$ cat src/rtl/pll_lock_monitor.sv
// Frequency-lock monitor: measures the period of an asynchronous feedback clock in refclk cycles
// and declares or drops lock against a programmed expected period within a tolerance window.
module pll_lock_monitor #(
    parameter int W          = 16,
    parameter int LOCK_CNT   = 8,
    parameter int UNLOCK_CNT = 2
) (
    input  logic         refclk,
    input  logic         reset,
    input  logic         enable,
    input  logic         fbclk,
    input  logic [W-1:0] expected_period,
    input  logic [7:0]   tolerance,
    input  logic         clr_sticky,
    output logic [W-1:0] meas_period,
    output logic         meas_valid,
    output logic         locked,
    output logic         no_clock,
    output logic         lost_lock
);

    localparam int GW = $clog2(LOCK_CNT + 1);
    localparam int BW = $clog2(UNLOCK_CNT + 1);
    localparam logic [GW-1:0] LOCK_TGT   = GW'(LOCK_CNT);
    localparam logic [BW-1:0] UNLOCK_TGT = BW'(UNLOCK_CNT);
    localparam logic [W-1:0]  CNT_MAX    = {W{1'b1}};

    typedef enum logic [1:0] {IDLE, ACQUIRE, MEASURE, LOCKED} state_t;

    state_t        state_q;
    logic [2:0]    fb_sync_q;
    logic [2:0]    sync_vld_q;
    logic [W-1:0]  cnt_q;
    logic [W-1:0]  cnt_d;
    logic [GW-1:0] good_cnt_q;
    logic [GW-1:0] good_cnt_d;
    logic [BW-1:0] bad_cnt_q;
    logic [BW-1:0] bad_cnt_d;
    logic [W-1:0]  meas_period_q;
    logic          meas_valid_q;
    logic          locked_q;
    logic          no_clock_q;
    logic          lost_lock_q;
    logic          edge_s;
    logic          timeout_s;
    logic          good_s;
    logic [W:0]    period_s;
    logic [W:0]    exp_s;
    logic [W:0]    diff_s;

    // Edge detect, saturating period counter and tolerance window (W+1 bits so nothing wraps).
    // sync_vld_q follows the data through the synchroniser so the zeros left by reset are never
    // mistaken for a low-to-high transition when fbclk is already high at enable.
    always_comb begin
        edge_s     = fb_sync_q[1] & ~fb_sync_q[2] & sync_vld_q[2];
        timeout_s  = (cnt_q == CNT_MAX) && !edge_s;
        cnt_d      = edge_s ? '0 : ((cnt_q == CNT_MAX) ? cnt_q : cnt_q + W'(1));
        period_s   = {1'b0, cnt_q} + (W+1)'(1);
        exp_s      = {1'b0, expected_period};
        diff_s     = (period_s >= exp_s) ? (period_s - exp_s) : (exp_s - period_s);
        good_s     = (diff_s <= (W+1)'(tolerance));
        good_cnt_d = (good_cnt_q == LOCK_TGT) ? good_cnt_q : good_cnt_q + GW'(1);
        bad_cnt_d  = (bad_cnt_q == UNLOCK_TGT) ? bad_cnt_q : bad_cnt_q + BW'(1);
    end

    // Lock FSM with registered outputs; later lost_lock writes override the clear, so a set wins.
    always_ff @(posedge refclk) begin
        if (reset || !enable) begin
            state_q       <= IDLE;
            fb_sync_q     <= 3'b000;
            sync_vld_q    <= 3'b000;
            cnt_q         <= '0;
            good_cnt_q    <= '0;
            bad_cnt_q     <= '0;
            meas_period_q <= '0;
            meas_valid_q  <= 1'b0;
            locked_q      <= 1'b0;
            no_clock_q    <= 1'b0;
            lost_lock_q   <= 1'b0;
        end else begin
            fb_sync_q    <= {fb_sync_q[1:0], fbclk};
            sync_vld_q   <= {sync_vld_q[1:0], 1'b1};
            cnt_q        <= cnt_d;
            meas_valid_q <= 1'b0;
            if (edge_s) begin
                no_clock_q <= 1'b0;
            end
            if (clr_sticky) begin
                lost_lock_q <= 1'b0;
            end
            case (state_q)
                IDLE: begin
                    state_q    <= ACQUIRE;
                    good_cnt_q <= '0;
                    bad_cnt_q  <= '0;
                end
                ACQUIRE: begin
                    if (edge_s) begin
                        state_q <= MEASURE;
                    end
                end
                MEASURE: begin
                    if (timeout_s) begin
                        no_clock_q <= 1'b1;
                        good_cnt_q <= '0;
                        state_q    <= ACQUIRE;
                    end else if (edge_s) begin
                        meas_valid_q  <= 1'b1;
                        meas_period_q <= period_s[W-1:0];
                        if (good_s) begin
                            good_cnt_q <= good_cnt_d;
                            if (good_cnt_d == LOCK_TGT) begin
                                state_q   <= LOCKED;
                                locked_q  <= 1'b1;
                                bad_cnt_q <= '0;
                            end
                        end else begin
                            good_cnt_q <= '0;
                        end
                    end
                end
                LOCKED: begin
                    if (timeout_s) begin
                        no_clock_q  <= 1'b1;
                        locked_q    <= 1'b0;
                        lost_lock_q <= 1'b1;
                        good_cnt_q  <= '0;
                        bad_cnt_q   <= '0;
                        state_q     <= ACQUIRE;
                    end else if (edge_s) begin
                        meas_valid_q  <= 1'b1;
                        meas_period_q <= period_s[W-1:0];
                        if (!good_s) begin
                            bad_cnt_q <= bad_cnt_d;
                            if (bad_cnt_d == UNLOCK_TGT) begin
                                state_q     <= MEASURE;
                                locked_q    <= 1'b0;
                                lost_lock_q <= 1'b1;
                                good_cnt_q  <= '0;
                                bad_cnt_q   <= '0;
                            end
                        end else begin
                            bad_cnt_q <= '0;
                        end
                    end
                end
                default: begin
                    state_q <= IDLE;
                end
            endcase
        end
    end

    assign meas_period = meas_period_q;
    assign meas_valid  = meas_valid_q;
    assign locked      = locked_q;
    assign no_clock    = no_clock_q;
    assign lost_lock   = lost_lock_q;

endmodule

$ cat config.mk
export PLATFORM = sky130hd
export DESIGN_NAME = pll_lock_monitor
export DESIGN_NICKNAME = d
export VERILOG_FILES = /design/src/rtl/pll_lock_monitor.sv
export SDC_FILE = /design/constraint.sdc
export NUM_CORES = 1
export LEC_CHECK = 0
export BUFFER_PORTS_ARGS = -buffer_cell sky130_fd_sc_hd__buf_2
export CELL_PAD_IN_SITES_DETAIL_PLACEMENT = 2
export CELL_PAD_IN_SITES_GLOBAL_PLACEMENT = 2
export CORE_MARGIN = 1
export CORE_UTILIZATION = 37
export DETAILED_ROUTE_END_ITERATION = 7
export PLACE_DENSITY_LB_ADDON = 0.05
export SYNTH_ARGS = -nofsm -noshare
export SYNTH_HDL_FRONTEND = slang
export SYNTH_SLANG_ARGS = --single-unit
$ cat constraint.sdc
create_clock -name refclk -period 8.1 [get_ports refclk]
set_clock_uncertainty 0.1 [all_clocks]
set_input_delay 0 -clock refclk [delete_from_list [all_inputs] [get_ports refclk]]
set_output_delay 0 -clock refclk [all_outputs]
set_load 0.1 [all_outputs]
==> metrics.yaml <==
arrival_ns: 6.79
die_x_um: 107
yosys.area.top_type_share: 0.244
drt-pass1-iter-count: 4
grt_pass1_wl_mm: 21.3
fin_hold_ws_ns: 0.0945
cts_root_buffer: "clkbuf_8"
seq_total_area_yosys: 0.244
grt_max_degree: 30
achievable-frequency_mhz: 150
core_mm2: 0.0108
netlist_instances: 526
synth-edff-count: 0
post_cts_resized: 0
grt_pass1_vias: 4245
clkLatencyLatePin_ns: 0.30
cts_buffer_depth: 2
crit_buf_inv: 2
run_status: "completed"
final_period_minus_worst_setup_slack_ns: 6.66
antenna_cells_inserted: 0
setup_tns_ns: 0
powerDensity_mw_per_mm2: 116
areaGrowthSynthToFinish_pct: 10.6
cts_buffers: 5
synthesis.area_per_instance_um2: 7.79
peak_vdd_ir_mv: 0.0746
final_min_period_over_clock_period: 0.823
wl_per_cell_um: 18.4
synth_seq_cells: 50
start_util: 0.379
post_synth_instance_area_mm2: 0.00410
synth_largest_area_cell: "dfxtp_1"
slowest_delay_ns: 0.57
criticalPathCategory: "reg2reg"
count_of_input_and_output_buffers: 48
setup_repair_after_global_routing_missed_its_margin: "false"
maxCapViolations: 0
synth_top_area_cells: "dfxtp_1, ha_1, a21oi_1, inv_1, nand2_1"
slew_violations: 0
postRouteAntennaNets: 0
dp.final_hpwl_mm: 10.2
cts_tree: "built"
hold_path_class: "in2reg"
setup.worst_path.start_class: "register"
final-setup-viol-count: 0
grt_usage: 0.232
route.detailed.vias_per_inst: 5.57
die_footprint_mm2: 0.0115
drt_wirelength_mm: 12.8
max_slew.worst_pin.slew_ns: 1.04
required_arrival_time_at_the_worst_endpoint_ns: 8.22
final-hold-violation-count: 0
crit_family: "simple AND/OR/NAND/NOR gates"
htreeDepth: 2
post_route_cells_drive_above_1_share: 0.145
dr_total_vias: 3893
synth.yosys.warnings: 0
synth_fp_nets: 601
crit_path_top_delay_cell: "nor4_1"
final_global_route_overflow_total: 0
clock_sinks: 50
drt_iter0_drc: 105
crit_path_end_kind: "register"
cts.clk_slew.worst_paths_ns: 0.09
async_reset_ff_frac: 0
fp.dieH_um: 107
synth.lib_cells_used.distinct: 68
gp_congestion: 0.834
n_fill_cell: 1322
synth_ff_type: "dfxtp_1"
number_of_placement_rows: 38
power_leakage_uw: 0.00205
io_pins: 49
antenna_found_initial: 0
finish.net_count: 633
residual_drc_count: 0
relSlewSlack: 0.306
timing.critical_path.fanout_max: 12
power breakdown:
part	internal [uW]	total [uW]	leakage (uW)	switching, uW
Sequential	247	249	0.000404	1.59
Combinational	41.1	101	0.00159	60.1
Clock	92.5	174	0.0000524	81.6
Total	381	524	0.00205	143
path summary, 6_finish.rpt:
path / slack (ns) / start / cells past startpoint / end
setup / recovery: 1.44 / cnt_q[0]$_SDFFE_PP0N_ / 25 / good_cnt_q[0]$_SDFFE_PN0P_
hold reg to reg: 0.34 / sync_vld_q[0]$_DFF_P_ / 1 / sync_vld_q[1]$_SDFF_PN0_
hold / removal: 0.09 / enable / 4 / meas_period[0]$_SDFFE_PN0P_
setup reg to reg: 1.44 / cnt_q[0]$_SDFFE_PP0N_ / 25 / good_cnt_q[0]$_SDFFE_PN0P_
cells in the final DEF (no fill, tap or decap), types with 4 or more instances in the layout:
| cell | count |
|---|---|
| xnor2_1 | 16 |
| nor2_1 | 39 |
| a21o_1 | 10 |
| xor2_1 | 13 |
| nand2_1 | 41 |
| inv_1 | 49 |
| clkbuf_8 | 5 |
| o22ai_1 | 5 |
| or2_2 | 4 |
| nor3_1 | 9 |
| o21a_1 | 7 |
| mux2i_1 | 5 |
| and3_1 | 5 |
| nand2b_1 | 4 |
| nand4_1 | 10 |
| buf_2 | 48 |
| nor4_1 | 4 |
| ha_1 | 44 |
| and2_1 | 10 |
| nand3_1 | 13 |
| a211oi_1 | 18 |
| a21oi_1 | 51 |
| a31oi_1 | 7 |
| o21ai_0 | 22 |
| dfxtp_1 | 50 |
cell type report:
type | instances | area, um^2 | share of cell area
inverter | 49 | 184 | 0.0406
tap | 140 | 175 | 0.0387
timing repair buffer | 53 | 283 | 0.0624
multi-input combinational | 399 | 2780 | 0.614
clock inverter | 1 | 30.0 | 0.00663
clock buffer | 7 | 76.3 | 0.0169
sequential | 50 | 1000 | 0.221
worst min-delay path, stage by stage:
cell and delay (ns):
buf_2 0.07, nand2b_1 0.04, buf_4 0.22, nor2_1 0.12
Yosys cell counts (4+ instances only):
| master | instances |
|---|---|
| o21ai_0 | 22 |
| nand2b_1 | 4 |
| a31oi_1 | 7 |
| or2_2 | 4 |
| nand3_1 | 13 |
| xnor2_1 | 16 |
| nor2_1 | 39 |
| and3_1 | 5 |
| a211oi_1 | 18 |
| ha_1 | 44 |
| nor3_1 | 9 |
| o21a_1 | 7 |
| mux2i_1 | 5 |
| o22ai_1 | 5 |
| nand2_1 | 41 |
| clkbuf_1 | 17 |
| nand4_1 | 10 |
| and2_1 | 10 |
| nor4_1 | 4 |
| a21oi_1 | 51 |
| inv_1 | 49 |
| dfxtp_1 | 50 |
| buf_2 | 9 |
| a21o_1 | 10 |
| xor2_1 | 13 |
metal layers:
metal / vias to the layer above / GRT usage / share of wire
li1: 1907 / - / -
met1: 1933 / 0.290 / 0.46
met2: 44 / 0.427 / 0.51
met3: 9 / 0.0304 / 0.024
met4: 0 / 0.0382 / 0.0072
met5: - / 0 / 0
through the flow:
stage | setup WS [ns] | cells | instance area [um^2] | utilization | power, uW
floorplan | 2.63 | 526 | 4100 | - | 324
global placement | 1.72 | 689 | 4400 | 0.408 | 353
detailed placement | 1.54 | 689 | 4400 | 0.408 | 355
CTS | 1.45 | 699 | 4530 | 0.420 | 530
global route | 0.931 | 699 | 4530 | 0.420 | 552
finish | 1.44 | 699 | 4530 | 0.420 | 524
sequential cells by signal, indices dropped and copies added, names as in the netlist:
| register | cells |
|---|---|
| lost_lock | 1 |
| no_clock | 1 |
| bad_cnt_q | 2 |
| fb_sync_q | 3 |
| meas_period | 16 |
| meas_valid | 1 |
| locked | 1 |
| state_q | 2 |
| cnt_q | 16 |
| sync_vld_q | 3 |
| good_cnt_q | 4 |
cells by family (layout without fill, tap and decap cells):
logic type / after synthesis / in the layout / synth area share
and+or+nand+nor: 164 / 164 / 0.207
AOI/OAI and AO/OA: 155 / 155 / 0.253
buffers and inverters: 77 / 110 / 0.0770
DFF: 50 / 50 / 0.244
adders and majority gates: 46 / 46 / 0.144
xor gates and xnor gates: 29 / 29 / 0.0620
muxes: 5 / 5 / 0.0122
timing repair:
item / CTS / global route
hold endpoints to repair: 2 / 0
hold buffers: 2 / 0
setup buffers: 0 / 0
No activity file was read; power rests on OpenSTA's default activity.
